`config.mk`:
```
export PLATFORM = sky130hd
export DESIGN_NAME = adma_host_responder
export DESIGN_NICKNAME = d
export VERILOG_FILES = /design/src/rtl/adma_host_responder.sv
export SDC_FILE = /design/constraint.sdc
export NUM_CORES = 1
export LEC_CHECK = 0
export CAP_MARGIN = 25
export CORE_MARGIN = 2
export CORE_UTILIZATION = 30
export CTS_CLUSTER_DIAMETER = 120
export DETAILED_ROUTE_END_ITERATION = 16
export PLACE_DENSITY = 0.58
export SLEW_MARGIN = 5
export SYNTH_ARGS = -nofsm -noshare
export SYNTH_HDL_FRONTEND = slang
export SYNTH_SLANG_ARGS = --single-unit
export TNS_END_PERCENT = 5
```
`constraint.sdc`:
```
create_clock -name clk -period 8.32 [get_ports clk]
set_input_delay 2.496 -clock clk [delete_from_list [all_inputs] [get_ports clk]]
set_output_delay 2.496 -clock clk [all_outputs]
set_load 0.01 [all_outputs]
```
`src/rtl/adma_host_responder.sv`:
```
// Host-side req/ack responder and ADMA descriptor base-address register for the SD DMA/ADMA engine.
// Optional per-channel WAIT stall input is enabled by defining ADMA_RESP_STALL_EN.
module adma_host_responder #(
    parameter int                ADDR_W      = 64,
    parameter int                N_CH        = 4,
    parameter int                DLY_W       = 4,
    parameter int                ADDR_STRIDE = 8,
    parameter logic [ADDR_W-1:0] ADDR_RST    = 1
) (
    input  logic              clk,
    input  logic              reset,
    input  logic [N_CH-1:0]   req,
    output logic [N_CH-1:0]   ack,
    input  logic [DLY_W-1:0]  ack_delay,
`ifdef ADMA_RESP_STALL_EN
    input  logic [N_CH-1:0]   stall,
`endif
    input  logic [ADDR_W-1:0] addr_init,
    input  logic              addr_load,
    input  logic              addr_next,
    output logic [ADDR_W-1:0] Initial_ADMA_System_Address,
    output logic              busy
);

    typedef enum logic [1:0] {
        S_IDLE = 2'b00,
        S_WAIT = 2'b01,
        S_ACK  = 2'b10
    } state_t;

    state_t           state_q [N_CH];
    state_t           state_d [N_CH];
    logic [DLY_W-1:0] cnt_q   [N_CH];
    logic [DLY_W-1:0] cnt_d   [N_CH];
    logic [N_CH-1:0]  stall_i;

`ifdef ADMA_RESP_STALL_EN
    assign stall_i = stall;
`else
    assign stall_i = '0;
`endif

    // NOTE: registers use non-blocking assignments so every flop samples pre-edge values.
    always_ff @(posedge clk) begin
        if (reset) begin
            for (int i = 0; i < N_CH; i++) begin
                state_q[i] <= S_IDLE;
                cnt_q[i]   <= '0;
            end
        end else begin
            for (int i = 0; i < N_CH; i++) begin
                state_q[i] <= state_d[i];
                cnt_q[i]   <= cnt_d[i];
            end
        end
    end

    // NOTE: every combinational output gets a default first, so no path can infer a latch.
    always_comb begin
        for (int i = 0; i < N_CH; i++) begin
            state_d[i] = state_q[i];
            cnt_d[i]   = cnt_q[i];
            case (state_q[i])
                S_IDLE: begin
                    if (req[i]) begin
                        cnt_d[i]   = ack_delay;
                        state_d[i] = S_WAIT;
                    end
                end
                S_WAIT: begin
                    // An abort wins over a stall; the delay was latched on entry.
                    if (!req[i]) begin
                        state_d[i] = S_IDLE;
                    end else if (stall_i[i]) begin
                        state_d[i] = S_WAIT;
                    end else if (cnt_q[i] == '0) begin
                        state_d[i] = S_ACK;
                    end else begin
                        cnt_d[i] = cnt_q[i] - DLY_W'(1);
                    end
                end
                S_ACK: begin
                    if (!req[i]) state_d[i] = S_IDLE;
                end
                default: state_d[i] = S_IDLE;
            endcase
        end
    end

    always_comb begin
        ack  = '0;
        busy = 1'b0;
        for (int i = 0; i < N_CH; i++) begin
            ack[i] = (state_q[i] == S_ACK);
            busy   = busy | (state_q[i] != S_IDLE);
        end
    end

    // Load beats increment; the add wraps silently at 2^ADDR_W.
    always_ff @(posedge clk) begin
        if (reset) begin
            Initial_ADMA_System_Address <= ADDR_RST;
        end else if (addr_load) begin
            Initial_ADMA_System_Address <= addr_init;
        end else if (addr_next) begin
            Initial_ADMA_System_Address <= Initial_ADMA_System_Address + ADDR_W'(ADDR_STRIDE);
        end
    end

endmodule

```
# [Word-level counts from Yosys, hierarchy flattened]
# Memory sizes are Yosys's and may differ from the RTL's.
# Cells that the tools add are included.
[totals] wordCells=89 mem_bits_rw=24 out_inout_bits=69 n_memories=2 inputBits=76 reg_bits=64
[op_classes] n_mux=49 n_addsub=5 eq_ne=8 reduce_logical=13 bitwise_logic=11
[mem_list] memory="cnt_q" words=4 width=4 rd=4 rd_ports_with_merged_regs=0 wr=4 line="33" source="logic [DLY_W-1:0] cnt_q [N_CH];"
[mem_list] memory="state_q" words=4 width=2 rd=4 rd_ports_with_merged_regs=0 wr=4 line="31" source="state_t state_q [N_CH];"
[ops] cell="two-way mux 64 bit" count=2
[ops] cell="adder 64 x 4 -> 64 bit, second input constant" count=1
[ops] cell="two-way mux 4 bit" count=16
[ops] cell="two-way mux 2 bit" count=20
[ops] cell="one-hot mux 4 bit (2 select lines)" count=4
[ops] cell="one-hot mux 2 bit (3 select lines)" count=4
[ops] cell="logical NOT 4 bit" count=4
[ops] cell="subtractor 4 x 1 -> 4 bit, second input constant" count=4
[ops] cell="bitwise OR 1 bit" count=11
[ops] cell="nonzero test 2 bit" count=5
[ops] cell="equality test 2 x 1 -> 1 bit, second input constant" count=4
[ops] cell="equality test 2 bit, second input constant" count=4
[ops] cell="logical NOT 2 bit" count=4
[ops] cell="two-way mux 1 bit" count=3

# [Logic depth before layout (Yosys ltp)]
# Gate-level depths: netlist of the first run.
# An unclocked memory read counts as a cell.
[depth] depth_word=6 depth_mapped=10

# [Worst setup path before layout of the first run]
# OpenSTA, ideal clock, no wires.
[synth_timing] kind="input to register" start="input port addr_next" end="register Initial_ADMA_System_Address[52]" path_stages=10 n_path_buf=5 setup_ns=0.132 slack_ns=3.998 arrival_ns=4.189 path_cell_list="buf_2 and4_1 clkbuf_1 and3_1 clkbuf_1 and3_1 buf_2 buf_4 nand3_1 or3b_2"
[synth_via] elab_chain_cells=1
[synth_lines] element="start: declaration" line="20" source="input logic addr_next,"
[synth_lines] element="nonzero test 2 bit (no source line)"
[synth_lines] element="end signal: assignment" line="104" source="Initial_ADMA_System_Address <= addr_init;"
[synth_lines] element="end signal: assignment" line="106" source="Initial_ADMA_System_Address <= Initial_ADMA_System_Address + ADDR_W'(ADDR_STRIDE);"
[synth_lines] element="end: declaration" line="21" source="output logic [ADDR_W-1:0] Initial_ADMA_System_Address,"
# Every way passes these cells.
# A chain may end at the register's enable or synchronous reset.

# [Worst setup path in the final report of the first run]
[layout_timing] start="input port addr_next" end="register Initial_ADMA_System_Address[51]"
# The elaborated chain is that of the path after synthesis.

==> impl_results.md, run 1 <==
* WP data required at 8550 ps
* Routed len/inst at 17.2 um
* TritonCTS Buffers at 9
* Worst-margin pin slew at approximately 900 ps
* Startpoint Class: primary input
* Tmin final at 5070 ps
* Worst-path fanout max at 17
* Max VDD drop at 0.108 mV
* IO buf count at 144
* Post-CTS Setup Bufs at 0
* Mean Syn Cell Area at approximately 8.0 um^2
* TritonCTS clock tree: yes
* Most frequent cell after synthesis: dfxtp_1
* Gpl congestion at 0.906
* DR vias at 5350
* Worst Hold Launch: Initial_ADMA_System_Address[0]
* Top cell type's share of synthesized area at 34.5%
* Synth warnings at 0
* Fmax at 0.197 GHz
* Run status: finished, final reports clean
* N_diodes at 0
* Post-route clock period utilization at 60.9%
* HPWL Detailed at 12200 um
* CTS Buffer Depth at 2
* Routed wire length at 17000 um
* Setup_tns at 0 ps
* Pre-CTS setup slack at 2930 ps
* Drt first-iter violations at 425
* Initial core utilization at 30.7%
* Root Driver: clkbuf_16
* Vias in the first global route at 5232
* Synth Flop Type: dfxtp_1
* DRC viols at 0
* Critical path endpoint category: register
* Crit path from: addr_next
* EDFF count, synth at 0
* Final Setup Violations at 0
* Mapped Cells at 641
* DIE WIDTH at 134 um
* First-pass GRT wire length at 27100 um
* Fin Hold WS at 484 ps
* Initial antenna violation count at 0
* Post-cts resize count at 0
* Hold WC Path Type: register to register
* Leading post-synthesis cells by cell area: dfxtp_1 34%, a211oi_1 5.9%, nor2_1 5.8%
* Power Density at between 150 and 200 mW/mm^2
* Synthesized cell area at 0.00511 mm^2
* Vias per inst at 5.43
* Global route overflow at 0
* Max-slew violations at 0
* Area growth from synthesis to layout at 37.3%
* Routed Antenna Nets at 0
* Leakage at 2.47 nW
* Total Routing Usage GR at 18.8%
* Top-Level Pins at ~150
* Fillers at roughly 1700
* Synth Register Bits at 88
* Syn nets at 722
* Slew margin rel. at between 30% and 40%
* Clock transition at path regs at 60 ps
* Critical R2R Launch: Initial_ADMA_System_Address[3]
* Largest net degree at the start of global routing at 74
* RSZ-0062 raised after global routing: false
* Crit Path Class: primary input to register
* Clock Latency Late Sink at approximately 350 ps
* Cells after DPL at 969
* Final worst slack at 3250 ps
* Die Y at 134 um
* Clock sinks at around 90
* Layout Skew at just under 10 ps
* Max-cap violations at 0
* Hold Fails Final Rpt at 0
* Cts hold-fix bufs at 0
* Post-synth top cells: 88 x dfxtp_1, 79 x nor2_1, 42 x nand2_1
* Nets at 842
* Largest area contributor in the synthesized netlist: dfxtp_1
* Core Region at around 0.017 mm^2
* Critical Path AT at around 5300 ps
* 1st-pass router iterations at 5
* Die area at 0.0181 mm^2
* Clock H-tree levels at 3
* Cell variety after synth at 61
* Post-route insts no fill at 986
* Share of layout cells above drive strength 1 at 4.57%
* FFs w/ async S/R, synth at 0%
* Num rows at 47
* Sequential element share of the synthesized area at 34.5%
cell families after synthesis:
kind of cell	count (synthesis)	share of synthesized area, %
simple gates	307	32.6
compound gates	135	18.9
flops	88	34.5
buf+inv	61	4.90
xor+xnor	38	6.52
mux	7	1.37
fa+ha+maj	5	1.22
report_power, final:
group          leakage, nW  internal [W]  switching [W]  total [W]
sequential           0.729      0.000452      0.0000427   0.000495
clock                0.159      0.000280       0.000172   0.000452
combinational         1.58      0.000118      0.0000969   0.000214
total                 2.47      0.000850       0.000311    0.00116
cell type report:
type / instances / area, um^2 / area share (%)
inverter: 21 / 78.8 / 1.12
timing repair buffer: 149 / 1470 / 20.9
sequential: 88 / 1760 / 25.1
tap: 220 / 275 / 3.93
multi-input combinational: 492 / 3100 / 44.2
clock buffer: 12 / 256 / 3.66
clock inverter: 4 / 76.3 / 1.09
worst paths after layout:
path                                           to  slack, ps  depth (start not counted)
setup / recovery  Initial_ADMA_System_Address[51]       3250                          6
hold reg to reg    Initial_ADMA_System_Address[0]        480                          2
hold / removal     Initial_ADMA_System_Address[0]        480                          2
setup reg to reg  Initial_ADMA_System_Address[51]       5420                          6
cells in the final DEF (no fill, tap or decap), types with 9 or more instances in the layout:
master,count
clkdlybuf4s50_1,142
dfxtp_1,88
nor2_1,79
nand2_1,42
a211oi_1,40
a21oi_1,30
nand3_1,28
nor4_1,27
xnor2_1,27
nand4_1,24
nor3_1,22
inv_1,20
o21ai_0,20
and3_1,19
and4_1,14
nand2b_1,13
xor2_1,11
clkbuf_16,9
metal layers:
metal  up-vias  global-route usage [%]  part of all wire, %
met5         -                       0                    0
met4         0                    6.96                  1.4
met3        16                    3.72                  4.8
met2       148                    32.1                   49
met1      2571                    23.4                   45
li1       2615                       -                    -
state kept, by name, indices dropped and copies added, names as in the netlist:
name and count:
cnt_q 16, Initial_ADMA_System_Address 64, state_q 8
worst max-delay path, cell delays in order:
cell and delay [ps]:
clkdlybuf4s50_1 610, and3_1 220, nand3_1 460, nor4_4 970, a211oi_1 200, a2111oi_2 340
metrics by stage:
step           power, W  utilization, %  instance area (um^2)
2_1_floorplan  0.000602               -                  5110
3_3_place_gp   0.000711            40.1                  6670
3_5_place_dp   0.000717            40.1                  6670
4_1_cts         0.00118            42.1                  7010
5_1_grt         0.00122            42.1                  7010
6_report        0.00116            42.1                  7010
(Power assumes the default switching activity.)
==> run 2, diff against run 1 <==
Settings changed: PLACE_DENSITY 0.58 to 0.6.
Clock period 8.32 ns to 4.38 ns, I/O delays scaled along.
==> run 2 against run 1 <==
  * Utilization is essentially flat
  * Non-clock buffer count up 4
  * Setup slack got worse by 2400 ps
  * Cell count grew 0.51%
  * Via count fell by 3.0%
  * Worst hold slack worse by 4.0 ps
  * Critical path type unchanged
  * Highest routed layer unchanged
==> impl_results.md, run 2 (synthesized netlist as in run 1, its figures left out) <==
* Num rows at 47
* Die area at 0.0181 mm^2
* Clock transition at path regs at about 70 ps
* Largest net degree at the start of global routing at 73
* Worst Hold Launch: Initial_ADMA_System_Address[0]
* TritonCTS Buffers at 9
* Initial antenna violation count at 1
* Slowest-stage cell, CP: clkdlybuf4s50_1
* Setup_tns at 0 ps
* Clock group share of total power at between 30 and 40%
* Worst-path cell chain: clkdlybuf4s50_1 > and4_1 > and3_1 > and3_1 > a21boi_0 > or3b_2
* Global route overflow at 0
* Vias per inst at 5.24
* Critical Path AT at between 3000 and 4000 ps
* Worst R2R Path Depth at 6
* DIE WIDTH at 134 um
* DRC viols at 0
* Nets at between 800 and 900
* Cells after DPL at roughly 970
* Cts hold-fix bufs at 0
* DR vias at 5189
* Post-CTS Setup Bufs at 0
* Fin Hold WS at 480 ps
* Top-Level Pins at 145
* Post-cts resize count at 0
* Crit path largest cell delay at 610 ps
* Placement Cell Area at between 0.006 and 0.007 mm^2
* WHS Path Cells at 2
* Top reg by flops: Initial_ADMA_System_Address
* FF-to-FF End: Initial_ADMA_System_Address[33]
* Clock H-tree levels at 3
* Worst hold endpoint: Initial_ADMA_System_Address[0]
* Routed wire length at around 16000 um
* Layout Skew at about 8.0 ps
* Gate power share at 18.6%
* First-pass GRT wire length at 25900 um
* Proportion of power drawn by flip-flops and latches at 43.7%
* Startpoint Class: primary input
* Post-route clock period utilization at 81.3%
* Root Driver: clkbuf_16
* Total Routing Usage GR at 18.0%
* Flop2flop setup slack at 1880 ps
* Share of layout cells above drive strength 1 at 5.19%
* 1st-pass router iterations at 5
* Clock Latency Late Sink at around 350 ps
* Leakage at 2.48 nW
* Area growth from synthesis to layout at 37.4%
* Worst-margin pin slew at 1000 ps
* Initial core utilization at between 30% and 40%
* IO buf count at 144
* Power Density at 306 mW/mm^2
* Number of flip-flops in the largest register at 64
* Max-cap violations at 0
* Critical path endpoint category: register
* Sw Share at 28.2%
* Largest regs: Initial_ADMA_System_Address: 64 flops, cnt_q: 16 flops, state_q: 8 flops
* CP most frequent cell: and3_1
* Critical R2R Launch: Initial_ADMA_System_Address[11]
* Buf+Inv Stages, Crit Path at 1
* Commonest non-fill, non-tap cells in the layout: 142 x clkdlybuf4s50_1, 88 x dfxtp_1, 79 x nor2_1
* Crit Path Class: primary input to register
* Tmin final at 3560 ps
* Routed len/inst at 16.4 um
* Run status: finished, final reports clean
* Kind of cell adding the most delay to the critical path: simple AND/OR/NAND/NOR gates
* DR top layer: met4
* Fin area at approximately 0.0070 mm^2
* Clock sinks at 88
* Routed wire length on met2 at 7350 um
* Max VDD drop at 0.264 mV
* Core Region at ~0.017 mm^2
* CTS Buffer Depth at 2
* RSZ-0062 raised after global routing: false
* Routed Antenna Nets at 0
* Met1 WL at 7410 um
* Drt first-iter violations at 385
* TritonCTS clock tree: yes
* Slew margin rel. at 32.7%
* Gpl congestion at 0.834
* HPWL Detailed at 11600 um
* WP data required at 4610 ps
* Commonest non-fill, non-tap cell in the layout: clkdlybuf4s50_1
* Die Y at 134 um
* DR WL met3 at ~1200 um
* Post-route insts no fill at roughly 990
* Worst-path fanout max at 16
* Switching pwr at 0.000604 W
* Vias in the first global route at roughly 5000
* Hold WC Path Type: register to register
* Max-slew violations at 0
* P_int at roughly 0.0015 W
* Fmax at 0.281 GHz
* Hold Fails Final Rpt at 0
* Final Setup Violations at 0
* Fillers at around 1700
run 2: cell types whose count changed in the layout (fill, tap and decap cells not counted), sizes merged:
cell / before / now
buf: 6 / 10
clkbuf: 13 / 11
bufinv: 2 / 1
clkinv: 1 / 2
clkinvlp: 1 / 2
diode: 0 / 1
inv: 21 / 22
run 2: worst reg2reg max path, stage by stage, from the launching register on:
cell,delay [ps]
dfxtp_1,480
nand4_4,180
or4_4,640
nor4_4,540
buf_4,280
xnor2_1,140
a211oi_2,90
run 2: layer usage:
metal | vias up | global-route usage, %
met3 | 14 | 4.88
met4 | 0 | 5.91
met1 | 2373 | 23.6
li1 | 2625 | -
met5 | - | 0
met2 | 177 | 28.6
run 2: stage by stage:
| stage | total power [W] | worst slack, ps | utilization [%] |
|---|---|---|---|
| after floorplan | 0.00114 | 1240 | - |
| after global placement | 0.00136 | 529 | 40.3 |
| after detailed placement | 0.00136 | 445 | 40.3 |
| after CTS | 0.00217 | 821 | 42.1 |
| after global routing | 0.00225 | 652 | 42.2 |
| final | 0.00215 | 821 | 42.2 |
run 2: final cells by class:
class                   instances  area [um^2]  share of cell area (%)
diodes                          1         2.50                  0.0357
repair buffers                153         1500                    21.3
clock inverters                 6         67.6                   0.963
well taps                     220          275                    3.92
clock buffers                  10          239                    3.41
flip-flops and latches         88         1760                    25.1
multi-input cells             492         3100                    44.1
inverters                      21         78.8                    1.12
run 2: worst max path at each step:
stage	start	end	slack [ps]	cells after the start
2_1_floorplan	addr_next	Initial_ADMA_System_Address[52]	1240	10
3_3_place_gp	addr_next	Initial_ADMA_System_Address[52]	530	6
3_5_place_dp	addr_next	Initial_ADMA_System_Address[52]	450	6
4_1_cts	addr_next	Initial_ADMA_System_Address[52]	820	6
5_1_grt	addr_next	Initial_ADMA_System_Address[52]	650	6
6_report	addr_next	Initial_ADMA_System_Address[52]	820	6
run 2: power groups by stage:
stage,clock network (W),registers (W),logic (W)
2_1_floorplan,0,0.000952,0.000192
3_3_place_gp,0,0.000955,0.000401
3_5_place_dp,0,0.000955,0.000401
4_1_cts,0.000832,0.000936,0.000404
5_1_grt,0.000858,0.000948,0.000442
6_report,0.000809,0.000938,0.000399
